[src/rtl/pipeline_hazard_ctrl_if.sv]
// Hazard-controller bundle: per-stage register IDs, write enables and
// memory handshake going in; stall/flush/forward controls and debug
// counters coming back out to the pipeline.
interface pipeline_hazard_ctrl_if #(
  parameter int CNT_W = 16
);

  // Decode-stage sources
  logic [4:0]       RS1_D;
  logic [4:0]       RS2_D;
  // Execute-stage sources/destination
  logic [4:0]       RS1_E;
  logic [4:0]       RS2_E;
  logic [4:0]       RD_E;
  logic             ResultSrcE;
  logic             PCSrcE;
  // Memory and writeback destinations
  logic [4:0]       RD_M;
  logic             RegWriteM;
  logic [4:0]       RD_W;
  logic             RegWriteW;
  // Data-memory handshake
  logic             MemReqM;
  logic             MemReadyM;
  // Counter control
  logic             CntClr;

  // Pipeline controls
  logic             StallF;
  logic             StallD;
  logic             StallE;
  logic             StallM;
  logic             FlushD;
  logic             FlushE;
  logic             FlushW;
  logic [1:0]       ForwardAE;
  logic [1:0]       ForwardBE;
  logic             MemErr;
  logic [CNT_W-1:0] StallCount;
  logic [CNT_W-1:0] FlushCount;

  // Pipeline side: drives the stage information, consumes the controls
  modport master (
    output RS1_D, RS2_D, RS1_E, RS2_E, RD_E, ResultSrcE, PCSrcE,
           RD_M, RegWriteM, RD_W, RegWriteW, MemReqM, MemReadyM, CntClr,
    input  StallF, StallD, StallE, StallM, FlushD, FlushE, FlushW,
           ForwardAE, ForwardBE, MemErr, StallCount, FlushCount
  );

  // Controller side
  modport slave (
    input  RS1_D, RS2_D, RS1_E, RS2_E, RD_E, ResultSrcE, PCSrcE,
           RD_M, RegWriteM, RD_W, RegWriteW, MemReqM, MemReadyM, CntClr,
    output StallF, StallD, StallE, StallM, FlushD, FlushE, FlushW,
           ForwardAE, ForwardBE, MemErr, StallCount, FlushCount
  );

endinterface

[src/rtl/pipeline_hazard_ctrl.sv]
// Hazard and stall controller for the five-stage pipeline: operand
// forwarding, load-use stalls, branch flushes, data-memory wait stalls
// with a timeout error state, and saturating stall/flush counters.
// MEM_TIMEOUT is legal in 2..255 (the wait counter is 8 bits).
module pipeline_hazard_ctrl #(
  parameter int MEM_TIMEOUT = 16,
  parameter int CNT_W       = 16
) (
  input  logic                  clk,
  input  logic                  rst,
  pipeline_hazard_ctrl_if.slave hz
);

  typedef enum logic [1:0] {
    RUN      = 2'd0,
    MEM_WAIT = 2'd1,
    ERROR    = 2'd2
  } state_t;

  localparam logic [7:0] TIMEOUT = 8'(MEM_TIMEOUT);

  localparam logic [1:0] FWD_RF  = 2'b00;
  localparam logic [1:0] FWD_WB  = 2'b01;
  localparam logic [1:0] FWD_MEM = 2'b10;

  state_t           state_q, state_d;
  logic [7:0]       wcnt_q, wcnt_d;
  logic [7:0]       wcnt_inc;
  logic             mem_miss;
  logic             lw_stall;
  logic             mem_wait;

  logic             stall_f, stall_d, stall_e, stall_m;
  logic             flush_d, flush_e, flush_w;
  logic             mem_err;
  logic [1:0]       fwd_a, fwd_b;
  logic [CNT_W-1:0] stall_cnt_q, flush_cnt_q;

  // Newest producer wins; r0 is hard-wired zero so it is never forwarded.
  function automatic logic [1:0] fwd_sel(
    input logic [4:0] rs,
    input logic [4:0] rd_m,
    input logic       we_m,
    input logic [4:0] rd_w,
    input logic       we_w
  );
    if (we_m && (rd_m != 5'd0) && (rd_m == rs)) return FWD_MEM;
    if (we_w && (rd_w != 5'd0) && (rd_w == rs)) return FWD_WB;
    return FWD_RF;
  endfunction

  assign mem_miss = hz.MemReqM && !hz.MemReadyM;
  assign lw_stall = hz.ResultSrcE && (hz.RD_E != 5'd0) &&
                    ((hz.RD_E == hz.RS1_D) || (hz.RD_E == hz.RS2_D));
  assign wcnt_inc = wcnt_q + 8'd1;

  // A wait stall persists while MEM_WAIT sees no ready, and starts the
  // very cycle RUN sees a miss, so outputs have zero latency.
  assign mem_wait = ((state_q == MEM_WAIT) && !hz.MemReadyM) ||
                    ((state_q == RUN) && mem_miss);

  // Forwarding selects; active in every state, forced to 00 during reset
  always_comb begin
    fwd_a = fwd_sel(hz.RS1_E, hz.RD_M, hz.RegWriteM, hz.RD_W, hz.RegWriteW);
    fwd_b = fwd_sel(hz.RS2_E, hz.RD_M, hz.RegWriteM, hz.RD_W, hz.RegWriteW);
    if (rst) begin
      fwd_a = FWD_RF;
      fwd_b = FWD_RF;
    end
  end

  // State and wait-counter registers
  always_ff @(posedge clk or posedge rst) begin
    if (rst) begin
      state_q <= RUN;
      wcnt_q  <= 8'd0;
    end else begin
      // NOTE: sequential state uses non-blocking assignments so every
      // register samples pre-edge values regardless of statement order.
      state_q <= state_d;
      wcnt_q  <= wcnt_d;
    end
  end

  // Next-state logic and prioritised stall/flush outputs
  always_comb begin
    // NOTE: every output of this block is defaulted first, so no path
    // through the case/if tree can leave one unassigned and infer a latch.
    state_d = state_q;
    wcnt_d  = wcnt_q;
    stall_f = 1'b0;
    stall_d = 1'b0;
    stall_e = 1'b0;
    stall_m = 1'b0;
    flush_d = 1'b0;
    flush_e = 1'b0;
    flush_w = 1'b0;
    mem_err = 1'b0;

    unique case (state_q)
      RUN: begin
        if (mem_miss) begin
          state_d = MEM_WAIT;
          wcnt_d  = 8'd1;
        end
      end
      MEM_WAIT: begin
        if (hz.MemReadyM) begin
          state_d = RUN;
          wcnt_d  = 8'd0;
        end else if (wcnt_inc == TIMEOUT) begin
          state_d = ERROR;
        end else begin
          wcnt_d = wcnt_inc;
        end
      end
      ERROR: state_d = ERROR;
      default: begin
        state_d = RUN;
        wcnt_d  = 8'd0;
      end
    endcase

    // Priority: ERROR > memory wait > branch > load-use. During a wait the
    // branch stays frozen in execute and flushes once the wait ends.
    if (state_q == ERROR) begin
      {stall_f, stall_d, stall_e, stall_m} = 4'b1111;
      flush_w = 1'b1;
      mem_err = 1'b1;
    end else if (mem_wait) begin
      {stall_f, stall_d, stall_e, stall_m} = 4'b1111;
      flush_w = 1'b1;
    end else if (hz.PCSrcE) begin
      flush_d = 1'b1;
      flush_e = 1'b1;
    end else if (lw_stall) begin
      stall_f = 1'b1;
      stall_d = 1'b1;
      flush_e = 1'b1;
    end

    if (rst) begin
      {stall_f, stall_d, stall_e, stall_m} = 4'b0000;
      {flush_d, flush_e, flush_w}          = 3'b000;
    end
  end

  // Saturating performance counters; clear beats increment
  always_ff @(posedge clk or posedge rst) begin
    if (rst) begin
      stall_cnt_q <= '0;
      flush_cnt_q <= '0;
    end else if (hz.CntClr) begin
      stall_cnt_q <= '0;
      flush_cnt_q <= '0;
    end else begin
      if (stall_f && (stall_cnt_q != '1)) stall_cnt_q <= stall_cnt_q + 1'b1;
      if (flush_e && (flush_cnt_q != '1)) flush_cnt_q <= flush_cnt_q + 1'b1;
    end
  end

  assign hz.StallF     = stall_f;
  assign hz.StallD     = stall_d;
  assign hz.StallE     = stall_e;
  assign hz.StallM     = stall_m;
  assign hz.FlushD     = flush_d;
  assign hz.FlushE     = flush_e;
  assign hz.FlushW     = flush_w;
  assign hz.ForwardAE  = fwd_a;
  assign hz.ForwardBE  = fwd_b;
  assign hz.MemErr     = mem_err;
  assign hz.StallCount = stall_cnt_q;
  assign hz.FlushCount = flush_cnt_q;

endmodule

[src/flat_wrapper.sv]
// flat-port wrapper written by rule: the top's interface ports become plain ports
module pipeline_hazard_ctrl_flat 
#(
  parameter int MEM_TIMEOUT = 16,
  parameter int CNT_W       = 16
)
  (clk, rst, hz_RS1_D, hz_RS2_D, hz_RS1_E, hz_RS2_E, hz_RD_E, hz_ResultSrcE, hz_PCSrcE, hz_RD_M, hz_RegWriteM, hz_RD_W, hz_RegWriteW, hz_MemReqM, hz_MemReadyM, hz_CntClr, hz_StallF, hz_StallD, hz_StallE, hz_StallM, hz_FlushD, hz_FlushE, hz_FlushW, hz_ForwardAE, hz_ForwardBE, hz_MemErr, hz_StallCount, hz_FlushCount);
  pipeline_hazard_ctrl_if #(.CNT_W(CNT_W)) hz_i ();
  input  logic clk;
  input  logic rst;
  input wire logic [$bits(hz_i.RS1_D)-1:0] hz_RS1_D;
  input wire logic [$bits(hz_i.RS2_D)-1:0] hz_RS2_D;
  input wire logic [$bits(hz_i.RS1_E)-1:0] hz_RS1_E;
  input wire logic [$bits(hz_i.RS2_E)-1:0] hz_RS2_E;
  input wire logic [$bits(hz_i.RD_E)-1:0] hz_RD_E;
  input wire logic [$bits(hz_i.ResultSrcE)-1:0] hz_ResultSrcE;
  input wire logic [$bits(hz_i.PCSrcE)-1:0] hz_PCSrcE;
  input wire logic [$bits(hz_i.RD_M)-1:0] hz_RD_M;
  input wire logic [$bits(hz_i.RegWriteM)-1:0] hz_RegWriteM;
  input wire logic [$bits(hz_i.RD_W)-1:0] hz_RD_W;
  input wire logic [$bits(hz_i.RegWriteW)-1:0] hz_RegWriteW;
  input wire logic [$bits(hz_i.MemReqM)-1:0] hz_MemReqM;
  input wire logic [$bits(hz_i.MemReadyM)-1:0] hz_MemReadyM;
  input wire logic [$bits(hz_i.CntClr)-1:0] hz_CntClr;
  output wire logic [$bits(hz_i.StallF)-1:0] hz_StallF;
  output wire logic [$bits(hz_i.StallD)-1:0] hz_StallD;
  output wire logic [$bits(hz_i.StallE)-1:0] hz_StallE;
  output wire logic [$bits(hz_i.StallM)-1:0] hz_StallM;
  output wire logic [$bits(hz_i.FlushD)-1:0] hz_FlushD;
  output wire logic [$bits(hz_i.FlushE)-1:0] hz_FlushE;
  output wire logic [$bits(hz_i.FlushW)-1:0] hz_FlushW;
  output wire logic [$bits(hz_i.ForwardAE)-1:0] hz_ForwardAE;
  output wire logic [$bits(hz_i.ForwardBE)-1:0] hz_ForwardBE;
  output wire logic [$bits(hz_i.MemErr)-1:0] hz_MemErr;
  output wire logic [$bits(hz_i.StallCount)-1:0] hz_StallCount;
  output wire logic [$bits(hz_i.FlushCount)-1:0] hz_FlushCount;
  assign hz_i.RS1_D = hz_RS1_D;
  assign hz_i.RS2_D = hz_RS2_D;
  assign hz_i.RS1_E = hz_RS1_E;
  assign hz_i.RS2_E = hz_RS2_E;
  assign hz_i.RD_E = hz_RD_E;
  assign hz_i.ResultSrcE = hz_ResultSrcE;
  assign hz_i.PCSrcE = hz_PCSrcE;
  assign hz_i.RD_M = hz_RD_M;
  assign hz_i.RegWriteM = hz_RegWriteM;
  assign hz_i.RD_W = hz_RD_W;
  assign hz_i.RegWriteW = hz_RegWriteW;
  assign hz_i.MemReqM = hz_MemReqM;
  assign hz_i.MemReadyM = hz_MemReadyM;
  assign hz_i.CntClr = hz_CntClr;
  assign hz_StallF = hz_i.StallF;
  assign hz_StallD = hz_i.StallD;
  assign hz_StallE = hz_i.StallE;
  assign hz_StallM = hz_i.StallM;
  assign hz_FlushD = hz_i.FlushD;
  assign hz_FlushE = hz_i.FlushE;
  assign hz_FlushW = hz_i.FlushW;
  assign hz_ForwardAE = hz_i.ForwardAE;
  assign hz_ForwardBE = hz_i.ForwardBE;
  assign hz_MemErr = hz_i.MemErr;
  assign hz_StallCount = hz_i.StallCount;
  assign hz_FlushCount = hz_i.FlushCount;
  pipeline_hazard_ctrl #(.MEM_TIMEOUT(MEM_TIMEOUT), .CNT_W(CNT_W)) u_core (.clk(clk), .rst(rst), .hz(hz_i));
endmodule
[config.mk]
export PLATFORM = sky130hd
export DESIGN_NAME = pipeline_hazard_ctrl_flat
export DESIGN_NICKNAME = d
export VERILOG_FILES = /design/src/rtl/pipeline_hazard_ctrl_if.sv /design/src/rtl/pipeline_hazard_ctrl.sv /design/src/flat_wrapper.sv
export SDC_FILE = /design/constraint.sdc
export NUM_CORES = 1
export LEC_CHECK = 0
export CORE_MARGIN = 1.5
export CORE_UTILIZATION = 51
export CTS_CLUSTER_SIZE = 16
export DETAILED_ROUTE_END_ITERATION = 16
export PLACE_DENSITY = 0.87
export SETUP_SLACK_MARGIN = 0.5
export SYNTH_ARGS = -nofsm -noshare
export SYNTH_HDL_FRONTEND = slang
export SYNTH_SLANG_ARGS = --single-unit
[constraint.sdc]
create_clock -name clk -period 6.8 [get_ports clk]
set_clock_uncertainty 0.15 [all_clocks]
set_input_delay 1.7 -clock clk [delete_from_list [all_inputs] [get_ports clk]]
set_output_delay 1.7 -clock clk [all_outputs]
set_load 0.05 [all_outputs]
==> results of run 1 <==
==> sequential cells by signal, summed over array words and instances (netlist names) <==
signal,flops
u_core.wcnt_q,8
u_core.hz.StallCount,16
u_core.hz.FlushCount,16
u_core.state_q,2
==> synthesized netlist by cell type (2+ instances only) <==
cell type,instances,area share
o21ai_1,15,0.027
a21oi_1,27,0.048
buf_6,5,0.020
inv_1,9,0.012
nand2_1,21,0.028
nor2_1,15,0.020
and3_1,4,0.0089
mux2i_1,2,0.0071
nand4_1,8,0.018
o31a_1,2,0.0062
o31ai_1,9,0.024
buf_4,3,0.0080
a21o_1,2,0.0053
dfrtp_1,42,0.37
xnor2_1,20,0.062
o211ai_1,3,0.0080
xor2_1,17,0.053
nand3_1,26,0.046
clkbuf_1,5,0.0067
nor4_1,8,0.018
o21ai_0,10,0.018
ha_1,3,0.013
nor3b_1,2,0.0053
or3_1,16,0.036
or4_1,13,0.035
o21bai_1,2,0.0053
nor3_1,6,0.011
and4_1,2,0.0062
==> routing by layer <==
metal	share of wire	wire [um]
met1	0.39	2770
met5	0	0
met4	0.0098	69
met3	0.066	460
met2	0.53	3710
==> critical path: stages <==
cell,delay (ns)
clkdlybuf4s50_1,0.54
clkinv_1,0.11
buf_4,0.47
o211ai_1,0.27
nor2_1,0.15
clkdlybuf4s50_1,0.83
==> how the worst max path moves through the flow <==
stage,from,end,slack [ns],depth (start not counted)
after global placement,hz_RD_M[0],hz_ForwardAE[0],0.65,6
after global routing,rst,hz_FlushE,0.68,6
after floorplan,rst,hz_ForwardAE[0],0.70,4
after CTS,hz_RD_M[0],hz_ForwardAE[0],0.57,6
after detailed placement,hz_RD_M[0],hz_ForwardAE[0],0.58,6
final,rst,hz_FlushE,0.86,6
==> kinds of logic after synthesis <==
logic type / synth area share
fa+ha+maj: 0.0133
simple gates: 0.255
xor+xnor: 0.115
flops: 0.373
compound gates: 0.174
mux: 0.0151
buf+inv: 0.0537
==> placed cells by master (no fill, tap or decap), types with 10 or more instances in the layout <==
master           netlist  routed
a21oi_1               27      27
clkdlybuf4s50_1        0      85
dfrtp_1               42      42
nand2_1               21      21
nand3_1               26      26
nor2_1                15      15
o21ai_0               10      10
o21ai_1               15      15
or3_1                 16      16
or4_1                 13      13
xnor2_1               20      20
xor2_1                17      17
==> what timing repair did <==
action | 4_1_cts | 5_1_grt
gates resized for setup | 0 | 2
setup buffers | 0 | 0
endpoints found under the setup margin | 0 | 2
==> stage by stage <==
| step | total power, mW | area, um2 | hold slack [ns] | setup WS (ns) |
|---|---|---|---|---|
| 6_report | 0.531 | 3770 | 0.387 | 0.857 |
| 5_1_grt | 0.551 | 3770 | 0.430 | 0.676 |
| 4_1_cts | 0.534 | 3760 | 0.389 | 0.571 |
| 3_3_place_gp | 0.378 | 3680 | 0.359 | 0.649 |
| 2_1_floorplan | 0.334 | 2830 | 0.340 | 0.696 |
| 3_5_place_dp | 0.381 | 3680 | 0.371 | 0.576 |
==> area by class of cell <==
| cell class | count | area (um2) |
|---|---|---|
| clock inverters | 2 | 10.0 |
| inverters | 9 | 33.8 |
| multi-input cells | 251 | 1630 |
| fillers | 421 | 1440 |
| clock buffers | 5 | 68.8 |
| well taps | 70 | 87.6 |
| repair buffers | 89 | 891 |
| flip-flops and latches | 42 | 1050 |
==> power breakdown <==
part | switching, mW | internal, mW | leakage (nW) | total [mW]
clock network | 0.0859 | 0.0691 | 0.0438 | 0.155
logic | 0.0631 | 0.0524 | 0.802 | 0.116
registers | 0.00605 | 0.254 | 0.580 | 0.260
total | 0.155 | 0.376 | 1.43 | 0.531
==> impl_metrics.py, run 1 <==
metrics = {
    "clock_tree": {
        "root_buffer": "clkbuf_8",
        "cts_inserted_buffers": 5,
        "htree_num_levels": 2,
        "cts_buffer_depth": 2,
        "clk_latency_ns": 0.29,
        "cts_hold_buf": 0,
        "cts.reportedPaths.clkPinSlew_ns": 0.08,
        "cts_tree": "built",
        "clock_sinks": 42,
    },
    "placed_design": {
        "dp_cells": 461,
        "place_congestion": 0.864,
        "dp_hpwl_um": 5200,
        "portBuffers": 87,
    },
    "global_route": {
        "grt.overflow.total": 0,
        "use_met3": 0.0607,
        "busiest_layer": "met2",
        "met2_usage": 0.430,
        "grt_max_degree": 45,
        "grt_pass1_wl_um": 11500,
        "grtUsageMet1": 0.268,
        "antenna_found_initial": 0,
        "grt_usage": 0.234,
        "first_global_vias": 2592,
    },
    "sta": {
        "period_share": 0.874,
        "fin_tns_setup_ns": 0,
        "slew_headroom": 0.255,
        "rsz0062_at_grt": "no",
        "max_freq_ghz": 0.168,
        "hold_violations": 0,
        "finalMaxSlewViolations": 0,
        "period_needed_ns": 5.94,
        "worst_pin_slew_ns": 1.12,
        "setup_viol_count_final": 0,
    },
    "finish": {
        "antenna_cells": 0,
        "utilization": 0.724,
        "areaGrowthSynthToFinish_pct": 33.8,
        "drive_above_1_share": 0.0477,
        "fin_cells": 468,
        "nets": 445,
    },
    "worst_hold_path": {
        "worstHoldStart": "u_core.wcnt_q[1]",
        "min_path_cells": 2,
        "hold_class": "flip-flop to flip-flop",
        "hold_path_end": "u_core.wcnt_q[1]",
    },
    "route": {
        "dr_total_vias": 2745,
        "via_per_inst": 5.87,
        "drc": 0,
        "drt_first_pass_iters": 5,
        "drt_iter0_markers": 165,
        "wl_per_cell_um": 15.0,
        "drt-total-wl_um": 7010,
        "ant_nets": 0,
    },
    "floorplanning": {
        "rows": 26,
        "core_um2": 5200,
        "dieWidth_um": 77.3,
        "die_h_um": 77.3,
        "dieArea_um2": 5980,
        "ios": 88,
        "start_util": 0.541,
    },
    "run_status": {
        "outcome": "completed",
    },
    "flow_run": {
        "max_cap_viol_count": 0,
    },
    "synth": {
        "synth_cell_type_count": 48,
        "synth-edff-count": 0,
        "synth-seq-cells": 42,
        "syn-mean-instance-area_um2": 8.88,
        "syn_inst": 317,
        "synth_area_um2": 2820,
        "async_flop_share": 1.00,
        "synthFlopType": "dfrtp_1",
        "syn-num-nets": 364,
        "yosys_warnings": 0,
        "seq_area_frac_synth": 0.373,
    },
    "critical_path": {
        "crit_path_start_kind": "primary input",
        "critPathArrivalTime_ns": 4.09,
        "r2r_start": "u_core.hz.StallCount[0]",
        "worstRegToRegCells": 7,
        "rrSetupSlack_ns": 3.76,
        "required_ns": 4.95,
        "crit_path_end_kind": "output port",
        "critical_path_class": "primary input to output port",
        "reg2reg_to": "u_core.hz.StallCount[5]",
        "path_max_fanout": 44,
    },
    "power_and_ir_drop": {
        "power_leakage_nw": 1.43,
        "irDropWorstVdd_mv": 0.115,
        "p_per_area_nw_per_um2": 141,
    },
}
Power figures use the tool's default switching activity.
==> run 2, diff against run 1 <==
--- a/config.mk
+++ b/config.mk
@@ -5,7 +5,7 @@
 export SDC_FILE = /design/constraint.sdc
 export NUM_CORES = 1
 export LEC_CHECK = 0
-export CORE_MARGIN = 1.5
+export CORE_MARGIN = 1
 export CORE_UTILIZATION = 51
 export CTS_CLUSTER_SIZE = 16
 export DETAILED_ROUTE_END_ITERATION = 16
==> run 2 against run 1 <==
  * Worst setup slack gained 0.18 ns
  * Combinational power is essentially flat
  * Worst hold slack gained 0.020 ns
  * Clock power grew 37%
  * Sequential share of layout area shrank 0.19 points
  * Sequential power is essentially flat
  * Critical endpoint is now hz_StallD
==> impl_metrics.py, run 2 (synthesized netlist as in run 1, its figures left out) <==
metrics = {
    "finish": {
        "final_cell_mix": "clkdlybuf4s50_1, dfrtp_1, a21oi_1",
        "fin_cells": 469,
        "areaGrowthSynthToFinish_pct": 34.7,
        "antenna_cells": 0,
        "final_common_cell": "clkdlybuf4s50_1",
        "drive_above_1_share": 0.0576,
        "fillCellCount": 401,
        "nets": 445,
    },
    "route": {
        "via_per_inst": 5.87,
        "drt_first_pass_iters": 4,
        "dr_total_vias": 2754,
        "drc": 0,
        "drt_iter0_markers": 208,
        "wl_per_cell_um": 14.6,
        "ant_nets": 0,
        "drt-total-wl_um": 6860,
    },
    "clock_tree": {
        "root_buffer": "clkbuf_8",
        "cts_hold_buf": 0,
        "cts-resized-gates": 0,
        "clock_sinks": 42,
        "clk_latency_ns": 0.31,
        "cts_tree": "built",
        "cts_buffer_depth": 2,
        "post_cts_buffers": 0,
        "cts_inserted_buffers": 5,
        "cts.reportedPaths.clkPinSlew_ns": 0.09,
        "htree_num_levels": 2,
    },
    "sta": {
        "finalMaxSlewViolations": 0,
        "holdWs_ns": 0.407,
        "fin_tns_setup_ns": 0,
        "slew_headroom": 0.238,
        "setup_viol_count_final": 0,
        "worst_pin_slew_ns": 1.14,
        "hold_violations": 0,
        "period_share": 0.847,
        "max_freq_ghz": 0.174,
        "rsz0062_at_grt": "no",
        "period_needed_ns": 5.76,
    },
    "placed_design": {
        "place_congestion": 0.906,
        "dp_hpwl_um": 5170,
        "portBuffers": 87,
        "dp_cells": 461,
    },
    "run_status": {
        "outcome": "completed",
    },
    "floorplanning": {
        "rows": 26,
        "ios": 88,
        "die_h_um": 76.3,
        "dieWidth_um": 76.3,
        "core_um2": 5200,
        "start_util": 0.541,
        "dieArea_um2": 5820,
    },
    "global_route": {
        "grt.overflow.total": 0,
        "first_global_vias": 2661,
        "grt_max_degree": 44,
        "antenna_found_initial": 0,
        "grt_usage": 0.245,
        "grt_pass1_wl_um": 11700,
    },
    "worst_hold_path": {
        "hold_class": "flip-flop to flip-flop",
        "min_path_cells": 2,
        "worstHoldStart": "u_core.wcnt_q[1]",
        "hold_path_end": "u_core.wcnt_q[1]",
    },
    "critical_path": {
        "required_ns": 4.95,
        "reg2reg_to": "u_core.hz.StallCount[5]",
        "crit_path_end_kind": "output port",
        "startpoint": "hz_RD_E[0]",
        "critical_path_class": "primary input to output port",
        "crit_path_start_kind": "primary input",
        "critPathArrivalTime_ns": 3.91,
        "worstRegToRegCells": 7,
        "path_max_fanout": 4,
        "r2r_start": "u_core.hz.StallCount[0]",
        "rrSetupSlack_ns": 3.66,
    },
    "power_and_ir_drop": {
        "p_per_area_nw_per_um2": 155,
        "power_leakage_nw": 1.41,
        "irDropWorstVdd_mv": 0.150,
    },
    "flow_run": {
        "max_cap_viol_count": 0,
    },
}
## run 2: report_power, final
part	switching, mW	internal, mW	total [mW]	leakage, nW
sequential	0.00625	0.254	0.260	0.580
clock	0.100	0.112	0.212	0.0563
combinational	0.0620	0.0523	0.114	0.770
## run 2: area by class of cell
| type | count | area [um2] | area share |
|---|---|---|---|
| Clock inverter | 3 | 48.8 | 0.0129 |
| Sequential cell | 42 | 1050 | 0.277 |
| Multi-Input combinational cell | 251 | 1630 | 0.429 |
| Clock buffer | 5 | 68.8 | 0.0181 |
| Timing Repair Buffer | 89 | 878 | 0.231 |
| Tap cell | 70 | 87.6 | 0.0231 |
| Inverter | 9 | 33.8 | 0.00890 |
## run 2: worst max-delay path: stages
cell and delay [ns]:
clkdlybuf4s50_1 0.49, or4_4 0.58, o21ai_4 0.18, nor3_1 0.06
a21o_1 0.20, clkdlybuf4s50_1 0.70
## run 2: worst max path at each step
| stage | to | slack [ns] | cells after the start |
|---|---|---|---|
| after floorplan | hz_ForwardAE[0] | 0.70 | 4 |
| after global placement | hz_StallD | 1.10 | 6 |
| after detailed placement | hz_StallD | 1.06 | 6 |
| after CTS | hz_StallD | 1.05 | 6 |
| after global routing | hz_ForwardAE[1] | 0.98 | 5 |
| final | hz_StallD | 1.04 | 6 |
## run 2: layer usage
layer  up-vias  GRT usage  share of wire
met5         -          0              0
met4         0     0.0462         0.0067
met3         5     0.0611          0.067
met2       106      0.436           0.52
met1      1307      0.300           0.41
li1       1336          -              -
## run 2: metrics by stage
step / util / power, mW / worst slack (ns) / cell area, um2
after global routing: 0.729 / 0.611 / 0.975 / 3790
after global placement: 0.706 / 0.378 / 1.10 / 3680
after floorplan: - / 0.334 / 0.696 / 2830
after CTS: 0.729 / 0.586 / 1.05 / 3790
final: 0.729 / 0.587 / 1.04 / 3790
after detailed placement: 0.706 / 0.380 / 1.06 / 3680
==> run 3, diff against run 2 <==
--- a/config.mk
+++ b/config.mk
@@ -6,10 +6,10 @@
 export NUM_CORES = 1
 export LEC_CHECK = 0
 export CORE_MARGIN = 1
-export CORE_UTILIZATION = 51
+export CORE_UTILIZATION = 43
 export CTS_CLUSTER_SIZE = 16
 export DETAILED_ROUTE_END_ITERATION = 16
-export PLACE_DENSITY = 0.87
+export PLACE_DENSITY = 0.78
 export SETUP_SLACK_MARGIN = 0.5
 export SYNTH_ARGS = -nofsm -noshare
 export SYNTH_HDL_FRONTEND = slang
==> constraint.sdc (replaced) <==
create_clock -name clk -period 4.8 [get_ports clk]
set_clock_uncertainty 0.15 [all_clocks]
set_input_delay 1.2 -clock clk [delete_from_list [all_inputs] [get_ports clk]]
set_output_delay 1.2 -clock clk [all_outputs]
set_load 0.05 [all_outputs]
==> run 3 against run 2 <==
  * Clock power is 61% higher
  * First-iteration DRC count is 17% lower
  * Critical path type unchanged
  * Combinational power is 48% higher
  * Worst setup slack got worse by 0.54 ns
  * Total power grew 50%
  * Flip-flop and latch count unchanged
  * Sequential share of layout area fell by 0.90 points
  * Critical endpoint is now hz_ForwardAE[0]
  * Non-clock buffer count rose by 6
==> impl_metrics.py, run 3 (synthesized netlist as in run 1, its figures left out) <==
metrics = {
    "run_status": {
        "outcome": "completed",
    },
    "critical_path": {
        "critical_path_class": "primary input to output port",
        "crit_path_end_kind": "output port",
        "crit_path_start_kind": "primary input",
        "required_ns": 3.45,
        "critPathArrivalTime_ns": 2.95,
        "path_max_fanout": 3,
    },
    "sta": {
        "worst_pin_slew_ns": 0.689,
        "holdWs_ns": 0.393,
        "finalMaxSlewViolations": 0,
        "slew_headroom": 0.539,
        "period_share": 0.896,
        "max_freq_ghz": 0.232,
        "fin_ws_ns": 0.497,
        "period_needed_ns": 4.30,
        "fin_tns_setup_ns": 0,
        "setup_viol_count_final": 0,
        "rsz0062_at_grt": "yes",
        "hold_violations": 0,
    },
    "route": {
        "drt_iter0_markers": 172,
        "via_per_inst": 5.71,
        "drt-total-wl_um": 7100,
        "dr_total_vias": 2754,
        "wl_per_cell_um": 14.7,
        "drc": 0,
        "ant_nets": 0,
        "drt_first_pass_iters": 4,
    },
    "clock_tree": {
        "htree_num_levels": 2,
        "cts_inserted_buffers": 5,
        "cts_buffer_depth": 2,
        "cts_tree": "built",
        "cts_hold_buf": 0,
        "cts.reportedPaths.clkPinSlew_ns": 0.09,
        "root_buffer": "clkbuf_8",
        "clk_latency_ns": 0.30,
        "clock_sinks": 42,
    },
    "finish": {
        "areaGrowthSynthToFinish_pct": 39.3,
        "fin_cells": 482,
        "nets": 451,
        "drive_above_1_share": 0.101,
        "final_common_cell": "clkdlybuf4s50_1",
        "antenna_cells": 0,
        "final_cell_mix": "clkdlybuf4s50_1, dfrtp_1, a21oi_1",
    },
    "floorplanning": {
        "ios": 88,
        "dieWidth_um": 82.9,
        "start_util": 0.444,
        "rows": 29,
        "dieArea_um2": 6880,
        "die_h_um": 82.9,
        "core_um2": 6350,
    },
    "power_and_ir_drop": {
        "p_sw_uw": 235,
        "switching_share": 0.267,
        "p_per_area_nw_per_um2": 224,
        "irDropWorstVdd_mv": 0.138,
        "p_int_uw": 645,
        "power_leakage_nw": 1.52,
        "p_comb_frac": 0.192,
        "seq_power_share": 0.419,
        "p_clk_frac": 0.388,
    },
    "global_route": {
        "grt_usage": 0.210,
        "grt_max_degree": 45,
        "antenna_found_initial": 0,
        "grt_pass1_wl_um": 12200,
        "grt.overflow.total": 0,
        "first_global_vias": 2691,
    },
    "flow_run": {
        "max_cap_viol_count": 0,
    },
    "placed_design": {
        "place_congestion": 0.838,
        "place_worst_setup_slack_ns": 0.223,
        "portBuffers": 87,
        "dp_cells": 471,
        "dp_hpwl_um": 5280,
    },
    "worst_hold_path": {
        "hold_class": "flip-flop to flip-flop",
    },
}
-- run 3: cell count changes in the layout (fill, tap and decap cells not counted), sizes merged --
| cell | before | now |
|---|---|---|
| bufinv | 1 | 2 |
| clkdlybuf4s50 | 84 | 67 |
| dlygate4sd2 | 0 | 7 |
| inv | 9 | 8 |
| buf | 5 | 17 |
| dlymetal6s2s | 0 | 4 |
-- run 3: path summary, 6_finish.rpt --
path	startpoint	end	slack, ns	cells past startpoint
worst min register to register	u_core.wcnt_q[1]	u_core.wcnt_q[1]	0.39	2
worst max-delay path	hz_RD_W[1]	hz_ForwardAE[0]	0.50	5
worst max register to register	u_core.hz.StallCount[0]	u_core.hz.StallCount[1]	2.01	8
min in group asynchronous	rst	u_core.hz.StallCount[14]	1.15	3
worst min-delay path	u_core.wcnt_q[1]	u_core.wcnt_q[1]	0.39	2
max in group asynchronous	rst	u_core.hz.FlushCount[0]	3.05	3
-- run 3: what timing repair did --
item | 4_1_cts | 5_1_grt
setup endpoints to repair | 5 | 3
buffers inserted | 1 | 2
pin swaps | 2 | 3
resized for setup | 10 | 7
-- run 3: area by class of cell --
class	instances	area, um2
fill	553	2430
multi-input combinational	251	1660
sequential	42	1050
timing repair buffer	95	938
tap	77	96.3
clock buffer	5	68.8
clock inverter	3	68.8
inverter	9	37.5
-- run 3: metrics by stage --
| stage | util | power [mW] | instance area (um2) |
|---|---|---|---|
| floorplan | - | 0.476 | 2850 |
| global placement | 0.589 | 0.541 | 3740 |
| detailed placement | 0.589 | 0.544 | 3740 |
| CTS | 0.612 | 0.883 | 3890 |
| global route | 0.618 | 0.916 | 3920 |
| finish | 0.618 | 0.880 | 3920 |
-- run 3: power groups by stage --
stage | clock network, mW | logic, mW | registers (mW)
after CTS | 0.346 | 0.168 | 0.369
final | 0.342 | 0.169 | 0.369
after global routing | 0.362 | 0.184 | 0.370
after detailed placement | 0 | 0.168 | 0.376
after floorplan | 0 | 0.0943 | 0.381
after global placement | 0 | 0.165 | 0.375
-- run 3: critical path, stage by stage --
cell	delay (ns)
clkdlybuf4s50_1	0.54
o211ai_1	0.14
or4_4	0.56
nor4_4	0.33
buf_12	0.18
-- run 3: routing by layer --
metal	vias to the layer above	track usage	part of all wire	wire, um
li1	1345	-	-	-
met1	1320	0.281	0.45	3220
met2	77	0.345	0.49	3450
met3	12	0.0437	0.046	323
met4	0	0.0549	0.015	103
met5	-	0	0	0
